===== src/rtl/key_conditioner.sv =====
// Pushbutton front end: sync, debounce, strobes, auto-repeat,
// press toggle and a two-digit BCD press counter.
//   iclk, irst_n (async, active-low), ikey (raw, active-low),
//   iclr (sync clear of count/toggle)
//   okey_level/press/release/repeat/toggle per key, okey_count BCD
module key_conditioner #(
   parameter int NKEYS           = 5,
   parameter int DEBOUNCE_CYCLES = 1000000,
   parameter int REPEAT_DELAY    = 25000000,
   parameter int REPEAT_RATE     = 5000000,
   parameter int CNT_W           = 25
) (
   input  logic             iclk,
   input  logic             irst_n,
   input  logic [NKEYS-1:0] ikey,
   input  logic             iclr,
   output logic [NKEYS-1:0] okey_level,
   output logic [NKEYS-1:0] okey_press,
   output logic [NKEYS-1:0] okey_release,
   output logic [NKEYS-1:0] okey_repeat,
   output logic [NKEYS-1:0] otoggle,
   output logic [7:0]       okey_count
);

   localparam logic [CNT_W-1:0] C_ONE  = CNT_W'(1);
   localparam logic [CNT_W-1:0] DB_MAX = CNT_W'(DEBOUNCE_CYCLES);
   localparam logic [CNT_W-1:0] RD_MAX = CNT_W'(REPEAT_DELAY - 1);
   localparam logic [CNT_W-1:0] RR_MAX = CNT_W'(REPEAT_RATE - 1);

   typedef enum logic [1:0] {IDLE, DELAY, REPEAT} rpt_e;

   logic [NKEYS-1:0] r_sync1, r_sync2;
   logic [NKEYS-1:0] w_s;
   logic [NKEYS-1:0] w_level_nxt, w_press_nxt, w_rel_nxt, w_rep_nxt;
   logic [CNT_W-1:0] r_db_cnt     [NKEYS];
   logic [CNT_W-1:0] w_db_cnt_nxt [NKEYS];
   logic [CNT_W-1:0] r_rp_cnt     [NKEYS];
   logic [CNT_W-1:0] w_rp_cnt_nxt [NKEYS];
   rpt_e             r_st         [NKEYS];
   rpt_e             w_st_nxt     [NKEYS];
   logic [7:0]       w_count_inc;

   // Reset to 1 so keys read as released until real samples arrive
   always_ff @(posedge iclk or negedge irst_n) begin
      if (!irst_n) begin
         r_sync1 <= '1;
         r_sync2 <= '1;
      end else begin
         r_sync1 <= ikey;
         r_sync2 <= r_sync1;
      end
   end

   assign w_s = ~r_sync2;

   // The level flips once DEBOUNCE_CYCLES mismatches were counted
   // and the current cycle still mismatches.
   always_comb begin
      w_level_nxt = okey_level;
      for (int k = 0; k < NKEYS; k++) begin
         w_db_cnt_nxt[k] = '0;
         if (w_s[k] != okey_level[k]) begin
            if (r_db_cnt[k] == DB_MAX)
               w_level_nxt[k] = w_s[k];
            else
               w_db_cnt_nxt[k] = r_db_cnt[k] + C_ONE;
         end
      end
   end

   assign w_press_nxt = w_level_nxt & ~okey_level;
   assign w_rel_nxt   = ~w_level_nxt & okey_level;

   always_ff @(posedge iclk or negedge irst_n) begin
      if (!irst_n) begin
         for (int k = 0; k < NKEYS; k++) begin
            r_db_cnt[k] <= '0;
            r_rp_cnt[k] <= '0;
            r_st[k]     <= IDLE;
         end
      end else begin
         for (int k = 0; k < NKEYS; k++) begin
            r_db_cnt[k] <= w_db_cnt_nxt[k];
            r_rp_cnt[k] <= w_rp_cnt_nxt[k];
            r_st[k]     <= w_st_nxt[k];
         end
      end
   end

   // Repeat FSM next state; release wins in every state
   always_comb begin
      for (int k = 0; k < NKEYS; k++) begin
         w_st_nxt[k]     = r_st[k];
         w_rp_cnt_nxt[k] = r_rp_cnt[k];
         if (w_rel_nxt[k]) begin
            w_st_nxt[k]     = IDLE;
            w_rp_cnt_nxt[k] = '0;
         end else begin
            unique case (r_st[k])
               IDLE: begin
                  if (w_press_nxt[k]) begin
                     w_st_nxt[k]     = DELAY;
                     w_rp_cnt_nxt[k] = '0;
                  end
               end
               DELAY: begin
                  if (r_rp_cnt[k] == RD_MAX) begin
                     w_st_nxt[k]     = REPEAT;
                     w_rp_cnt_nxt[k] = '0;
                  end else begin
                     w_rp_cnt_nxt[k] = r_rp_cnt[k] + C_ONE;
                  end
               end
               REPEAT: begin
                  if (r_rp_cnt[k] == RR_MAX)
                     w_rp_cnt_nxt[k] = '0;
                  else
                     w_rp_cnt_nxt[k] = r_rp_cnt[k] + C_ONE;
               end
               default: begin
                  w_st_nxt[k]     = IDLE;
                  w_rp_cnt_nxt[k] = '0;
               end
            endcase
         end
      end
   end

   // Repeat FSM output
   always_comb begin
      w_rep_nxt = '0;
      for (int k = 0; k < NKEYS; k++) begin
         if (!w_rel_nxt[k]) begin
            unique case (r_st[k])
               IDLE:    w_rep_nxt[k] = w_press_nxt[k];
               DELAY:   w_rep_nxt[k] = (r_rp_cnt[k] == RD_MAX);
               REPEAT:  w_rep_nxt[k] = (r_rp_cnt[k] == RR_MAX);
               default: w_rep_nxt[k] = 1'b0;
            endcase
         end
      end
   end

   // BCD +1 with 99 -> 00 wrap
   always_comb begin
      w_count_inc = okey_count;
      if (okey_count[3:0] >= 4'd9) begin
         w_count_inc[3:0] = 4'd0;
         if (okey_count[7:4] >= 4'd9)
            w_count_inc[7:4] = 4'd0;
         else
            w_count_inc[7:4] = okey_count[7:4] + 4'd1;
      end else begin
         w_count_inc[3:0] = okey_count[3:0] + 4'd1;
      end
   end

   always_ff @(posedge iclk or negedge irst_n) begin
      if (!irst_n) begin
         okey_level   <= '0;
         okey_press   <= '0;
         okey_release <= '0;
         okey_repeat  <= '0;
         otoggle      <= '0;
         okey_count   <= 8'h00;
      end else begin
         okey_level   <= w_level_nxt;
         okey_press   <= w_press_nxt;
         okey_release <= w_rel_nxt;
         okey_repeat  <= w_rep_nxt;
         if (iclr) begin
            otoggle    <= '0;
            okey_count <= 8'h00;
         end else begin
            otoggle <= otoggle ^ w_press_nxt;
            if (|w_press_nxt)
               okey_count <= w_count_inc;
         end
      end
   end

endmodule


===== config.mk =====
export PLATFORM = sky130hd
export DESIGN_NAME = key_conditioner
export DESIGN_NICKNAME = d
export VERILOG_FILES = /design/src/rtl/key_conditioner.sv
export SDC_FILE = /design/constraint.sdc
export NUM_CORES = 1
export LEC_CHECK = 0
export ABC_AREA = 1
export CAP_MARGIN = 20
export CORE_UTILIZATION = 25
export CTS_CLUSTER_SIZE = 24
export DETAILED_ROUTE_END_ITERATION = 7
export HOLD_SLACK_MARGIN = 0.12
export PLACE_DENSITY_LB_ADDON = 0.2
export SYNTH_ARGS = -nofsm -noshare
export SYNTH_HDL_FRONTEND = slang
export SYNTH_SLANG_ARGS = --single-unit
export TNS_END_PERCENT = 5

===== constraint.sdc =====
create_clock -name iclk -period 7.68 [get_ports iclk]
set_input_delay 0.768 -clock iclk [delete_from_list [all_inputs] [get_ports iclk]]
set_output_delay 0.768 -clock iclk [all_outputs]
set_load 0.01 [all_outputs]

* Word-level counts from Yosys, hierarchy flattened
Index checks and enable logic that the tools add are counted.
** Operators by class
- $add $sub $neg :: 12
- Multiply operators :: 0
- Div/mod/pow operators :: 0
- Magnitude comparators :: 2
- Eq/ne operators :: 45
- Shifts and indexed selects :: 0
- Mux-type cells :: 81
- Bitwise gates (word level) :: 6
- Reduce and logical (&&, ||, !) cells :: 14
** Operators by type and width (number)
- $mux W25 :: 30
- $pmux W25 S3 :: 5
- $add A25 B1 Y25 const B :: 10
- $eq A25 B20 Y1 const B :: 5
- $eq A25 B23 Y1 const B :: 5
- $eq A25 B25 Y1 const B :: 5
- $mux W2 :: 15
- $ne A3 B3 Y1 const B :: 10
- $pmux W2 S3 :: 5
- $mux W8 :: 2
- $mux W1 :: 15
- $not A5 Y5 :: 3
- $pmux W1 S3 :: 5
- $reduce_and A3 Y1 :: 5
- $mux W4 :: 3
- $and A5 B5 Y5 :: 2
- $eq A2 B1 Y1 const B :: 5
- $eq A2 B2 Y1 const B :: 5
- $logic_not A2 Y1 :: 5
- $ne A2 B2 Y1 const B :: 5
- $add A4 B1 Y4 const B :: 2
- $ge A4 B4 Y1 const B :: 2
- $mux W5 :: 1
- $ne A1 B1 Y1 :: 5
- other kinds (4) :: 5
** Storage, ports and cells
- Flip-flop bits (word level) :: 303
- Bits in latches :: 0
- RAM bits :: 0
- Memory bits (read-only) :: 0
- Bits of input ports :: 8
- Output and inout port bits :: 33
- Logic and storage cells :: 184
- Memories kept :: 0

* Logic depth before layout (Yosys ltp)
- Word-level depth :: 7
- Gate-level depth with buffers :: 17
- Mapped depth without buffers :: 17

* Least setup slack after synthesis
OpenSTA, ideal clock, no wires.
- Kind :: flip-flop to flip-flop
- From :: register r_db_cnt[25] (netlist bit)
- To :: register r_rp_cnt[37] (netlist bit)
- Setup time :: 0.066 ns
- Arrival :: 2.353 ns
- Required time :: 7.614 ns
- Slack :: 5.262 ns
- Stages on the path, launching flop included :: 16
- Path buffers :: 1
- Clock period less this slack :: 2.418 ns
- Cell sequence :: dfrtp_1 -> inv_1 -> ha_1 -> nand2_1 -> nor3_1 -> nand3_1 -> nor2_1 -> nand2_1 -> o21ai_0 -> ha_1 -> nand2_1 -> clkinv_1 -> nor2_1 -> buf_2 -> nand3_1 -> nand2_1
** Between the ends
- Cells in the longest elaborated chain, start to end :: 6
- Elaborated cells on any way between the ends :: 8
- Those cells by class :: 2 x eq/ne; 3 x mux; 3 x bitwise
** RTL lines
- start, declared :: RTL line 35 : logic [CNT_W-1:0] r_db_cnt [NKEYS];
- start signal, assigned by index :: RTL line 83 : r_db_cnt[k] <= w_db_cnt_nxt[k];
- $eq A25 B20 Y1 (*) :: RTL line 63 : if (r_db_cnt[k] == DB_MAX)
- $mux W1 (*) :: RTL line 63
- $mux W1 (*) :: RTL line 62 : if (w_s[k] != okey_level[k]) begin
- named net w_level_nxt[3] :: RTL line 34 : logic [NKEYS-1:0] w_level_nxt, w_press_nxt, w_rel_nxt, w_rep_nxt;
- $not A5 Y5 :: RTL line 72 : assign w_rel_nxt = ~w_level_nxt & okey_level;
- $and A5 B5 Y5 :: RTL line 72
- $ne A3 B3 Y1 (no line) / $mux W25 (equally long branches)
- end signal, assigned by index :: RTL line 84 : r_rp_cnt[k] <= w_rp_cnt_nxt[k];
- end, declared :: RTL line 37 : logic [CNT_W-1:0] r_rp_cnt [NKEYS];
Mark *: on every way through the listed nets, which the timed path passes. The rest lies on a longest branch.
A chain may end at the register's enable or synchronous reset.

* Worst setup path in the final report
- From :: register r_db_cnt[75] (netlist bit)
- To :: register r_rp_cnt[95] (netlist bit)
Same word-level chain as after synthesis.

==> summary.md <==
| Metric | Value |
|---|---|
| Num CTS Buffers | `slightly above 40` |
| CP dominant cell by count | `nand2_1` |
| Max Slew Vio Count | `0` |
| Remaining antenna violation count | `0` |
| CTS tree | `built` |
| Reg-to-reg setup timing slack | `around 3.8 ns` |
| Crit-path slowest cell | `nor2_2` |
| Drt first pass iters | `8` |
| CTS max path bufs | `3` |
| Placeable Area | `~76000 µm²` |
| Switching Fraction | `a little under a quarter` |
| Tcrit/Tclk final | `approximately half` |
| Maximum net fanout on the critical path | `27` |
| Layout cells sized above 1 | `around 6.3%` |
| Setup crit end kind | `register` |
| Area Growth Syn to Fin | `14.9%` |
| Most common cell after layout, fill and taps aside | `nand2_1` |
| Post-CTS Hold Buffers | `0` |
| Crit path arrival time | `between 4 and 5 ns` |
| Worst-Skew Late Latency | `around 0.58 ns` |
| Sw power | `0.891 mW` |
| IO buf count | `40` |
| Max H-tree Level | `2` |
| Pwr dens | `around 170 nW/µm²` |
| Commonest non-fill, non-tap cells in the layout | `nand2_1 (823), nor2_1 (420), inv_1 (359)` |
| Max_cap viols | `0` |
| Clock period minus final worst setup slack | `about 3.9 ns` |
| Total wire length | `roughly 49000 µm` |
| First-pass GRT wire length | `between 80000 and 90000 µm` |
| Maximum vdd drop | `150 µV` |
| Die H | `approximately 280 µm` |
| Hold WC Path Type | `primary input to asynchronous set/reset pin` |
| Synth top area share | `a little under two fifths` |
| Clock slew at the register clock pins of the worst setup and hold paths | `0.06 ns` |
| Avg Synthesized Cell Area | `between 6 and 7 µm²` |
| Post-synthesis sequential area ratio | `39.7%` |
| Die extent in x | `roughly 280 µm` |
| Peak Freq | `around 260 MHz` |
| Die ar. | `roughly 78000 µm²` |
| Share of total power in the clock network | `between 50% and 60%` |
| Worst slew pin tran | `0.858 ns` |
| Netlist cell types | `40` |
| Worst setup SP type | `register` |
| Post-CTS Setup Repair Bufs | `0` |
| Initial antenna violation count | `0` |
| Final instance area | `between 20000 and 25000 µm²` |
| Pin count of the biggest net entering global routing | `120` |
| Mapped Nets | `between 2000 and 3000` |
| DR WL/cell | `around 13 µm` |
| Rel. slew slack | `between 40 and 50%` |
| Setup Crit Path Kind | `register to register` |
| Cell area after synthesis | `around 19000 µm²` |
| Reg2reg end | `r_rp_cnt[95]` |
| Setup TNS | `0 ns` |
| Synth Instances | `approximately 2700` |
| Final setup vio count | `0` |
| CTS Root Cell | `clkbuf_16` |
| CTS resizes | `0` |
| Placer Congestion | `a little over 0.8` |
| Via density | `between 4 and 5` |
| R2r worst-path depth | `13` |
| Int Pwr | `~2.8 mW` |
| Post-Place Worst Slack | `about 3.8 ns` |
| Final net count | `~2800` |
| Dpl cell area | `approximately 21000 µm²` |
| Final worst slack | `3.81 ns` |
| Clock Sinks | `between 300 and 400` |
| Diode count | `0` |
| Critical-path cell list | `inv_1 -> ha_1 -> nand4_1 -> nor3_1 -> nand2_1 -> o21ai_1 -> ha_1 -> nand2_1 -> clkinv_1 -> nor2_2 -> buf_4 -> nand3_1 -> nand2_1` |
| Final hold vios | `0` |
| Max incr delay on CP | `approximately 0.81 ns` |
| Gate power share | `3.0%` |
| Crit path buf inv count | `3` |
| Synth area leaders | `dfrtp_1 (38%), nand2_1 (16%), nor2_1 (8.3%), nand3_1 (7.1%), inv_1 (7.0%)` |
| Global route total overflow | `0` |
| RSZ-0062 raised after global routing | `false` |
| Area leader, netlist | `dfrtp_1` |
| IO Count | `41` |
| Status | `complete, no violations` |
| Layout fillers | `8378` |
| Seq pwr share | `between 40% and 50%` |
| # rows | `about 100` |
| Starting density of the core | `between 20% and 30%` |
| Total GRT Usage | `between 10 and 15%` |
| Detailed placer's ending HPWL | `approximately 35000 µm` |
| Via count | `~16000` |
| Initial DRC Count | `between 800 and 900` |
| Flops & latches, synth | `303` |
| CP Data Required Time | `8.19 ns` |
| Top delay family on crit path | `simple AND/OR/NAND/NOR gates` |
| DRC viols | `0` |
| Ys Warns | `0` |
| RR Startpoint | `r_db_cnt[75]` |
| Clock Skews | `around 0.028 ns` |
| Vias in the first global route | `roughly 16000` |
| Leak Pwr | `around 11 nW` |
sequential cells by signal (all words and copies together), names as in the netlist, 8 cells and up:
signal,cells
r_rp_cnt,125
okey_count,8
r_st,10
r_db_cnt,125
through the flow:
stage	util [%]	hold WS [ns]	total power [mW]	instances
6_report	29.0	0.163	3.73	3793
5_1_grt	29.0	0.192	3.89	3793
4_1_cts	29.0	0.163	3.82	3793
3_5_place_dp	27.2	0.347	1.78	3720
3_3_place_gp	27.1	0.346	1.78	3719
2_1_floorplan	-	0.345	1.70	2738
worst max-delay path by stage:
stage | endpoint | slack (ns) | startpoint | cells past startpoint
after CTS | r_rp_cnt[95] | 3.80 | r_db_cnt[75] | 13
final | r_rp_cnt[95] | 3.81 | r_db_cnt[75] | 13
after global routing | r_rp_cnt[95] | 3.42 | r_db_cnt[75] | 13
after floorplan | r_rp_cnt[37] | 5.26 | r_db_cnt[25] | 15
after detailed placement | r_rp_cnt[97] | 3.80 | r_db_cnt[75] | 13
after global placement | r_rp_cnt[27] | 3.80 | r_db_cnt[25] | 14
power groups by stage:
stage | logic (mW) | clock network [mW] | registers (mW)
6_report | 0.112 | 1.98 | 1.63
5_1_grt | 0.133 | 2.12 | 1.63
4_1_cts | 0.117 | 2.07 | 1.63
3_5_place_dp | 0.117 | 0 | 1.66
3_3_place_gp | 0.117 | 0 | 1.66
2_1_floorplan | 0.0455 | 0 | 1.66
cell families (layout without fill, tap and decap cells):
group | count (synthesis) | count (layout) | synth area share [%]
and+or+nand+nor | 1755 | 1755 | 40.1
xor gates and xnor gates | 118 | 118 | 5.40
adders and majority gates | 56 | 56 | 3.66
buffers and inverters | 413 | 490 | 8.62
AOI/OAI and AO/OA | 93 | 93 | 2.49
DFF | 303 | 303 | 39.7
per-layer routing:
layer,up-vias,part of all wire [%],GRT usage [%]
li1,8630,-,-
met1,7506,50,17.7
met2,194,44,20.6
met3,71,3.1,1.92
met4,0,2.6,4.30
met5,-,0,0
Yosys cell counts (all sizes together):
library cell / count
dfstp: 10
nand3b: 8
inv: 362
xnor2: 36
nor2b: 1
or2: 6
and2: 4
a21oi: 34
o21bai: 1
nand4: 38
nor3b: 7
nand3: 295
a31oi: 5
nor2: 444
buf: 28
nor4: 4
o31ai: 1
nand2: 844
clkinv: 5
dfrtp: 293
nor3: 95
xor2: 82
o21ai: 52
ha: 56
and3: 8
nand2b: 1
clkbuf: 18
area by class of cell:
cell class / instances / area [µm²] / area share [%]
flip-flops and latches: 303 / 7590 / 34.5
multi-input cells: 2022 / 9900 / 45.0
well taps: 978 / 1220 / 5.57
inverters: 367 / 1380 / 6.27
clock buffers: 55 / 1190 / 5.41
repair buffers: 50 / 500 / 2.28
clock inverters: 18 / 196 / 0.894
(Power assumes the default switching activity.)
